--- config.mk ---
export PLATFORM = sky130hd
export DESIGN_NAME = seg7_scan_driver
export DESIGN_NICKNAME = d
export VERILOG_FILES = /design/src/rtl/seg7_scan_driver.sv
export SDC_FILE = /design/constraint.sdc
export NUM_CORES = 1
export LEC_CHECK = 0
export CAP_MARGIN = 20
export CELL_PAD_IN_SITES_DETAIL_PLACEMENT = 1
export CELL_PAD_IN_SITES_GLOBAL_PLACEMENT = 1
export CORE_MARGIN = 2
export CORE_UTILIZATION = 35
export DETAILED_ROUTE_END_ITERATION = 8
export GPL_ROUTABILITY_DRIVEN = 0
export PLACE_DENSITY = 0.75
export RECOVER_POWER = 100
export SYNTH_ARGS = -nofsm -noshare
export SYNTH_HDL_FRONTEND = slang
export SYNTH_SLANG_ARGS = --single-unit
--- constraint.sdc ---
create_clock -name clk -period 2.3 [get_ports clk]
set_input_delay 0.46 -clock clk [delete_from_list [all_inputs] [get_ports clk]]
set_output_delay 0.46 -clock clk [all_outputs]
set_load 0.01 [all_outputs]
--- src/rtl/seg7_scan_driver.sv ---
// Multiplexed seven-segment driver: shadowed BCD digits, leading-zero blanking, per-digit dp and blink.
// Latency: seg_out/dig_sel registered one cycle behind the scan index; new data takes effect at the next frame boundary.
// Backpressure: none; load is accepted every cycle and the latest load before a frame boundary wins.
//
// Ports:
//   clk, rst_n       clock (rising edge) and async active-low reset
//   load             1-cycle strobe capturing bcd_in/dp_in/blink_in/blank_lz
//   bcd_in           DIGITS packed BCD digits, digit i = bcd_in[4i+3:4i] (digit 0 rightmost)
//   dp_in, blink_in  per-digit decimal point / blink enable
//   blank_lz         suppress leading zeros
//   seg_out          {dp,a,b,c,d,e,f,g}, active-high, registered
//   dig_sel          one-hot digit enable, polarity set by DIG_ACT_LOW, registered
//   frame_stb        1-cycle pulse when dig_sel first selects digit 0 of a new frame
module seg7_scan_driver #(
    parameter int DIGITS       = 4,
    parameter int SCAN_DIV     = 1000,
    parameter int BLINK_FRAMES = 64,
    parameter bit DIG_ACT_LOW  = 1'b1
) (
    input  logic                clk,
    input  logic                rst_n,
    input  logic                load,
    input  logic [4*DIGITS-1:0] bcd_in,
    input  logic [DIGITS-1:0]   dp_in,
    input  logic [DIGITS-1:0]   blink_in,
    input  logic                blank_lz,
    output logic [7:0]          seg_out,
    output logic [DIGITS-1:0]   dig_sel,
    output logic                frame_stb
);

    localparam int IW = (DIGITS > 1) ? $clog2(DIGITS) : 1;
    localparam int CW = $clog2(SCAN_DIV);
    localparam int FW = (BLINK_FRAMES > 1) ? $clog2(BLINK_FRAMES) : 1;

    logic [CW-1:0]       cnt;
    logic [IW-1:0]       idx;
    logic [FW-1:0]       fcnt;
    logic                phase;
    logic                wrap_d;

    // Pending copy collects loads during a frame; shadow is what is on display.
    logic [4*DIGITS-1:0] pend_bcd, sh_bcd;
    logic [DIGITS-1:0]   pend_dp, sh_dp;
    logic [DIGITS-1:0]   pend_blink, sh_blink;
    logic                pend_lz, sh_lz;
    logic                pend_vld;

    logic                tc, last, wrap;
    logic [3:0]          cur_bcd;
    logic                cur_dp, cur_bl, cur_lead;
    logic                upper_zero;
    logic [DIGITS-1:0]   onehot;
    logic [7:0]          seg_next;

    function automatic logic [6:0] decode(input logic [3:0] v);
        case (v)
            4'd0:    decode = 7'h7E;
            4'd1:    decode = 7'h30;
            4'd2:    decode = 7'h6D;
            4'd3:    decode = 7'h79;
            4'd4:    decode = 7'h33;
            4'd5:    decode = 7'h5B;
            4'd6:    decode = 7'h5F;
            4'd7:    decode = 7'h70;
            4'd8:    decode = 7'h7F;
            4'd9:    decode = 7'h7B;
            default: decode = 7'h00;
        endcase
    endfunction

    assign tc   = (cnt == CW'(SCAN_DIV - 1));
    assign last = (idx == IW'(DIGITS - 1));
    // Last cycle of the last digit: the frame boundary where shadow data may change.
    assign wrap = tc && last;

    // Select the current digit; walking from the top digit down tracks whether
    // this digit and all higher ones are zero (leading-zero candidate).
    always_comb begin
        cur_bcd    = 4'd0;
        cur_dp     = 1'b0;
        cur_bl     = 1'b0;
        cur_lead   = 1'b0;
        upper_zero = 1'b1;
        onehot     = '0;
        for (int i = DIGITS - 1; i >= 0; i--) begin
            upper_zero = upper_zero && (sh_bcd[4*i +: 4] == 4'd0);
            onehot[i]  = (idx == IW'(i));
            if (idx == IW'(i)) begin
                cur_bcd  = sh_bcd[4*i +: 4];
                cur_dp   = sh_dp[i];
                cur_bl   = sh_blink[i];
                cur_lead = (i != 0) && upper_zero;
            end
        end
    end

    always_comb begin
        seg_next = {cur_dp, (sh_lz && cur_lead) ? 7'h00 : decode(cur_bcd)};
        if (phase && cur_bl) begin
            seg_next = 8'h00;   // blink-off phase hides the dp too
        end
    end

    always_ff @(posedge clk or negedge rst_n) begin
        if (!rst_n) begin
            cnt        <= '0;
            idx        <= '0;
            fcnt       <= '0;
            phase      <= 1'b0;
            wrap_d     <= 1'b0;
            pend_bcd   <= '0;
            pend_dp    <= '0;
            pend_blink <= '0;
            pend_lz    <= 1'b0;
            pend_vld   <= 1'b0;
            sh_bcd     <= '0;
            sh_dp      <= '0;
            sh_blink   <= '0;
            sh_lz      <= 1'b0;
            seg_out    <= 8'h00;
            dig_sel    <= {DIGITS{DIG_ACT_LOW}};
            frame_stb  <= 1'b0;
        end else begin
            if (tc) begin
                cnt <= '0;
                idx <= last ? '0 : idx + 1'b1;
            end else begin
                cnt <= cnt + 1'b1;
            end

            if (wrap) begin
                // A load in the boundary cycle bypasses pending and shows this frame.
                if (load) begin
                    sh_bcd   <= bcd_in;
                    sh_dp    <= dp_in;
                    sh_blink <= blink_in;
                    sh_lz    <= blank_lz;
                end else if (pend_vld) begin
                    sh_bcd   <= pend_bcd;
                    sh_dp    <= pend_dp;
                    sh_blink <= pend_blink;
                    sh_lz    <= pend_lz;
                end
                pend_vld <= 1'b0;
                if (fcnt == FW'(BLINK_FRAMES - 1)) begin
                    fcnt  <= '0;
                    phase <= ~phase;
                end else begin
                    fcnt <= fcnt + 1'b1;
                end
            end else if (load) begin
                pend_bcd   <= bcd_in;
                pend_dp    <= dp_in;
                pend_blink <= blink_in;
                pend_lz    <= blank_lz;
                pend_vld   <= 1'b1;
            end

            seg_out   <= seg_next;
            dig_sel   <= DIG_ACT_LOW ? ~onehot : onehot;
            // Outputs lag idx by one cycle, so the strobe lags the wrap by two.
            wrap_d    <= wrap;
            frame_stb <= wrap_d;
        end
    end

endmodule

Word level (Yosys, flattened, before mapping):

Memory sizes are Yosys's and may differ from the RTL's.
Cells that the tools add are included.

* multiplexer cells: 31
* reductions and logical operators: 14
* bitwise logic cells: 3
* add/subtract/negate cells: 3
* eq/ne operators: 5

Operator list (count)
* two-way mux 16 bit: 2
* two-way mux 4 bit: 8
* two-way mux 1 bit: 16
* zero test 4 bit: 3
* adder 10 x 1 -> 10 bit (second input constant): 1
* == test 10 bit (second input constant): 1
* two-way mux 10 bit: 1
* two-way mux 8 bit: 1
* two-way mux 7 bit: 1
* adder 6 x 1 -> 6 bit (second input constant): 1
* == test 6 bit (second input constant): 1
* two-way mux 6 bit: 1
* AND reduction 2 bit: 3
* logical AND 1 bit: 5
* == test 2 bit (second input constant): 2
* inverter 4 bit: 1
* nonzero test 2 bit: 2
* adder 2 x 1 -> 2 bit (second input constant): 1
* == test 2 x 1 -> 1 bit (second input constant): 1
* zero test 2 bit: 1
* two-way mux 2 bit: 1
* inverter 1 bit: 2

* output and inout port bits: 13
* input port bits: 28
* memories: 1
* bits in registers: 84
* ROM bits: 112
* word-level logic and storage cells: 74

Memory list
* (no name shown): depth 16, width 7, read ports 1, clocked after memory_dff 0, write ports 0, line 57 `case (v)`

Depth between registers and ports, before layout:

* depth in word-level cells: 8
* gate-level depth with buffers: 11
* gate-level depth less buffers: 10

Least setup slack after synthesis:

OpenSTA, ideal clock, no wires.

* path kind: register to register
* start point: register cnt[0]
* end point: register pend_bcd[0]
* period minus slack after synthesis: 2.071 ns
* path buffers: 2
* setup time: 0.125 ns
* path slack: 0.229 ns
* cell stages (with the launch flop): 8
* arrival: 1.947 ns
* cells stage by stage: dfrtp_1 > ha_1 > and4b_1 > or4b_1 > buf_6 > nand2_8 > buf_8 > mux2_2

* cells in the longest elaborated chain, start to end: 4

RTL lines
* from (decl): line 36 `logic [CW-1:0] cnt;`
* from (signal assigned): line 129 `cnt <= cnt + 1'b1;`
* == test 10 bit: line 72 `assign tc = (cnt == CW'(SCAN_DIV - 1));`
* logical AND 1 bit: line 75 `assign wrap = tc && last;`
* inverter 1 bit (no source line)
* AND reduction 2 bit (no source line)
* to (signal assigned): line 153 `pend_bcd <= bcd_in;`
* to (decl): line 43 `logic [4*DIGITS-1:0] pend_bcd, sh_bcd;`

Every way passes these cells.
A chain may end at the register's enable or synchronous reset.

Final worst setup path:

* start point: register idx[1]
* end point: register seg_out[1]

* cells in the longest elaborated chain, start to end: 8
* elaborated cells between the ends (all ways): 21

RTL lines
* from (decl): line 37 `logic [IW-1:0] idx;`
* from (signal assigned): line 127 `idx <= last ? '0 : idx + 1'b1;`
* == test 2 bit: line 89 `if (idx == IW'(i)) begin`
* two-way mux 4 bit or two-way mux 1 bit (tied branches) (4 in a row): line 89
* memory read (16 x 7 bit) or logical AND 1 bit (tied branches)
* two-way mux 7 bit: line 99 `seg_next = {cur_dp, (sh_lz && cur_lead) ? 7'h00 : decode(cur_bcd)};`
* two-way mux 8 bit (*): line 100 `if (phase && cur_bl) begin`
* named net seg_next[1]: line 54 `logic [7:0] seg_next;`
* to (signal assigned): line 160 `seg_out <= seg_next;`
* to (decl): line 27 `output logic [7:0] seg_out,`

The timed path passes the listed nets; every way through them passes the cells marked *.

==> metrics.yaml <==
outcome:
  run_status: "finished clean"
logic_synthesis:
  ys.flop_type: "sky130_fd_sc_hd__dfrtp_1"
  yosys-mux-area-fraction: 0.1329
  synth.most_common_cell: "sky130_fd_sc_hd__dfrtp_1"
  netlist_area_mm2: 0.004000
  yosys.area_share.adder: 0.02815
  netlist_top_cells_area: "sky130_fd_sc_hd__dfrtp_1 50%, sky130_fd_sc_hd__mux2i_1 6.3%, sky130_fd_sc_hd__a21oi_2 5.5%"
  dominant_combinational_cell_family_by_area_after_synthesis: "multiplexers"
  synth_simple_gate_area_share: 0.1289
  yosys_register_bits: 84
  synthXorXnorAreaFrac: 0.01971
  post_synth.cell_area_avg_um2: 11.76
  postSynthCellCount: 340
  synthesis.yosys.warnings: 0
  async_flop_share: 1.000
  synth_edf_count: 0
  yosysTopAreaCell: "sky130_fd_sc_hd__dfrtp_1"
  mappedNetlistNets: 377
  post-synth-top-area-fraction: 0.5005
  top_cells_by_count_synth: "80 x sky130_fd_sc_hd__dfrtp_1, 43 x sky130_fd_sc_hd__nor2_1, 25 x sky130_fd_sc_hd__a21oi_2, 25 x sky130_fd_sc_hd__mux2i_1, 19 x sky130_fd_sc_hd__mux2_2"
  yosysUniqueCellTypes: 55
  synth-seq-area-share: 0.5267
  synth_compound_gate_area_share: 0.1220
clock_network:
  path_clk_slew_ns: 0.07
  cts_tree: "built"
  clock_tree.root_cell: "sky130_fd_sc_hd__clkbuf_16"
  numClockSinks: 84
  worst_skew_pair.late_latency_ns: 0.34
  cts_htree_levels: 3
  clock_path_buffers: 2
  tritoncts.num_buffers: 9
power:
  p_int_mw: 2.507
  share_comb_of_total_power: 0.102
  irDropWorstVdd_mv: 0.2953
  share_clk_of_total_power: 0.413
  power_density_mw_per_mm2: 671.3
  power.net_switching_uw: 819.0
  power.sequential.fraction: 0.485
  power.switching_fraction: 0.2462
  total_leakage_power_nw: 2.083
sta:
  timing.final.hold_violations: 0
  finalCriticalPeriod_ns: 2.226
  worst_slack_setup_final_ns: 0.07350
  worst_max_slew_pin_slew_ns: 1.076
  timing.final.setup_violations: 0
  fmax_mhz: 449.1
  finClkSkew_ns: 0.007740
  totalNegativeSetupSlack_ns: 0
  timing.max_slew.rel_slack: 0.2827
  slew_viol_final: 0
  layout_worst_path_cycle_share: 0.9680
worst_setup_path:
  critPathArrivalTime_ns: 2.48
  timing.critical_path.max_delay_family: "compound AO/OA/AOI/OAI gates"
  critPathMaxStageDelay_ns: 0.39
  worst-path-buf-inv: 3
  crit_path_start_kind: "flip-flop"
  worstPathCellList: "inv_1 > ha_2 > buf_4 > a211oi_1 > a211oi_1 > buf_4 > ha_1 > or3_1 > a21oi_1"
  critical_path.max_fanout: 6
  worst-endpoint-required_ns: 2.55
  crit_path_top_delay_cell: "sky130_fd_sc_hd__dfrtp_1"
  critical_setup_path_kind: "reg2reg"
  cp-end-kind: "flip-flop"
detailed_routing:
  antenna_violating_nets_post_route: 0
  avgViaCountPerCell: 5.053
  vias: 2749
  route.final.wire_length_um: 8960
  drc_violations_left: 0
  total_iterations_of_the_first_detailed_routing_run: 4
  wire_per_inst_um: 16.47
  drt_first_iter_violations: 91
die:
  num_rows: 39
  floorplan.die.width_um: 110.9
  initial_utilization: 0.3549
  die_h_um: 110.9
  io-pin-count: 41
  dieArea_mm2: 0.01230
  coreArea_mm2: 0.01127
cells_and_area:
  layout.core_utilization: 0.4396
  seq_area_mm2: 0.002107
  final_layout_size_suffix_gt1_frac: 0.2494
  diodes: 0
  num-fill-cells: 1226
  layout_net_count: 433
  multi_input_area_mm2: 0.001802
  layout-area-overhead-vs-synth_pct: 23.87
placed_design:
  io_buffer_count: 40
  total_half_perimeter_wirelength_after_legalization_and_detailed_placement_um: 6086
  preCtsSetupSlack_ns: -0.03783
global_route:
  grt_start_max_net_pins: 46
  global_route.overflow_total: 0
  antenna_found_initial: 0
  groute.usage.overall: 0.1487
  first_pass_grt_wire_length_um: 14750
  grt_pass1_vias: 2947
flow_run:
  max_cap_violations: 0
worst_hold_path:
  hp-class: "in2async"
-- through the flow --
stage	power (mW)	hold WS, ns	std cells	area, um^2
2_1_floorplan	1.813	0.1644	340	4000
3_3_place_gp	1.963	0.3344	526	4608
3_5_place_dp	1.981	0.3365	526	4608
4_1_cts	3.375	0.1356	542	4896
5_1_grt	3.480	0.3649	544	4955
6_report	3.326	0.3139	544	4955
-- flip-flops by register name, summed over array words and instances (netlist names), 2 cells and up --
register    flops
fcnt            6
sh_dp           4
idx             2
seg_out         8
pend_bcd       16
sh_bcd         16
dig_sel         4
pend_blink      4
sh_blink        4
pend_dp         4
cnt            10
-- metal layers --
metal | part of all wire | wire length (um) | GRT usage
met1 | 0.46 | 4155 | 0.1903
met3 | 0.029 | 257 | 0.03390
met5 | 0 | 0 | 0
met2 | 0.50 | 4450 | 0.2474
met4 | 0.011 | 96 | 0.05417
-- worst register-to-register path, delay by kind of cell (launching register included) --
family,cells,cell delay [ns]
flip-flops,1,0.39
AO/OA/AOI/OAI,3,0.50
AND/OR/NAND/NOR,1,0.37
adder cells (fa/ha/maj),2,0.42
buffers and inverters,3,0.47
-- cells in the final DEF (no fill, tap or decap), types with 8 or more instances in the layout --
cell type,n
sky130_fd_sc_hd__a21oi_2,25
sky130_fd_sc_hd__nor2_1,41
sky130_fd_sc_hd__mux2_2,19
sky130_fd_sc_hd__dfrtp_1,80
sky130_fd_sc_hd__a21oi_1,8
sky130_fd_sc_hd__clkdlybuf4s50_1,38
sky130_fd_sc_hd__mux2i_1,25
sky130_fd_sc_hd__inv_1,9
sky130_fd_sc_hd__clkbuf_16,9
sky130_fd_sc_hd__buf_4,14
sky130_fd_sc_hd__nand2_1,17
-- worst paths after layout --
path	to	slack, ns	from	depth (start not counted)
max	seg_out[1]	0.07	idx[1]	9
min	pend_bcd[13]	0.31	rst_n	1
max reg2reg	seg_out[1]	0.07	idx[1]	9
min reg2reg	frame_stb	0.35	wrap_d	0
max in group asynchronous	sh_dp[2]	0.41	rst_n	2
min in group clk	frame_stb	0.35	wrap_d	0
-- cell type report --
cell class,instances,share of cell area
Multi-Input combinational cell,233,0.3636
Clock inverter,6,0.009343
Clock buffer,10,0.04823
Inverter,10,0.007576
Tap cell,143,0.03611
Sequential cell,84,0.4253
Timing Repair Buffer,58,0.1098
-- power groups by stage --
stage	logic, mW	clock network (mW)	registers, mW
after floorplan	0.181	0	1.63
after global placement	0.328	0	1.63
after detailed placement	0.341	0	1.64
after CTS	0.344	1.42	1.61
after global routing	0.373	1.48	1.62
final	0.339	1.37	1.61
-- cell families after synthesis --
family                     Yosys count
adders and majority gates            9
buffers and inverters               24
xor gates and xnor gates             9
AOI/OAI and AO/OA                   64
DFF                                 84
and+or+nand+nor                    100
muxes                               50
-- timing repair --
item | 4_1_cts | 5_1_grt
gates cloned | 0 | 1
buffers inserted | 0 | 1
gates resized for setup | 1 | 13
setup endpoints to repair | 1 | 38
pin swaps | 0 | 1
hold buffers | 0 | 0
Power figures use the tool's default switching activity.
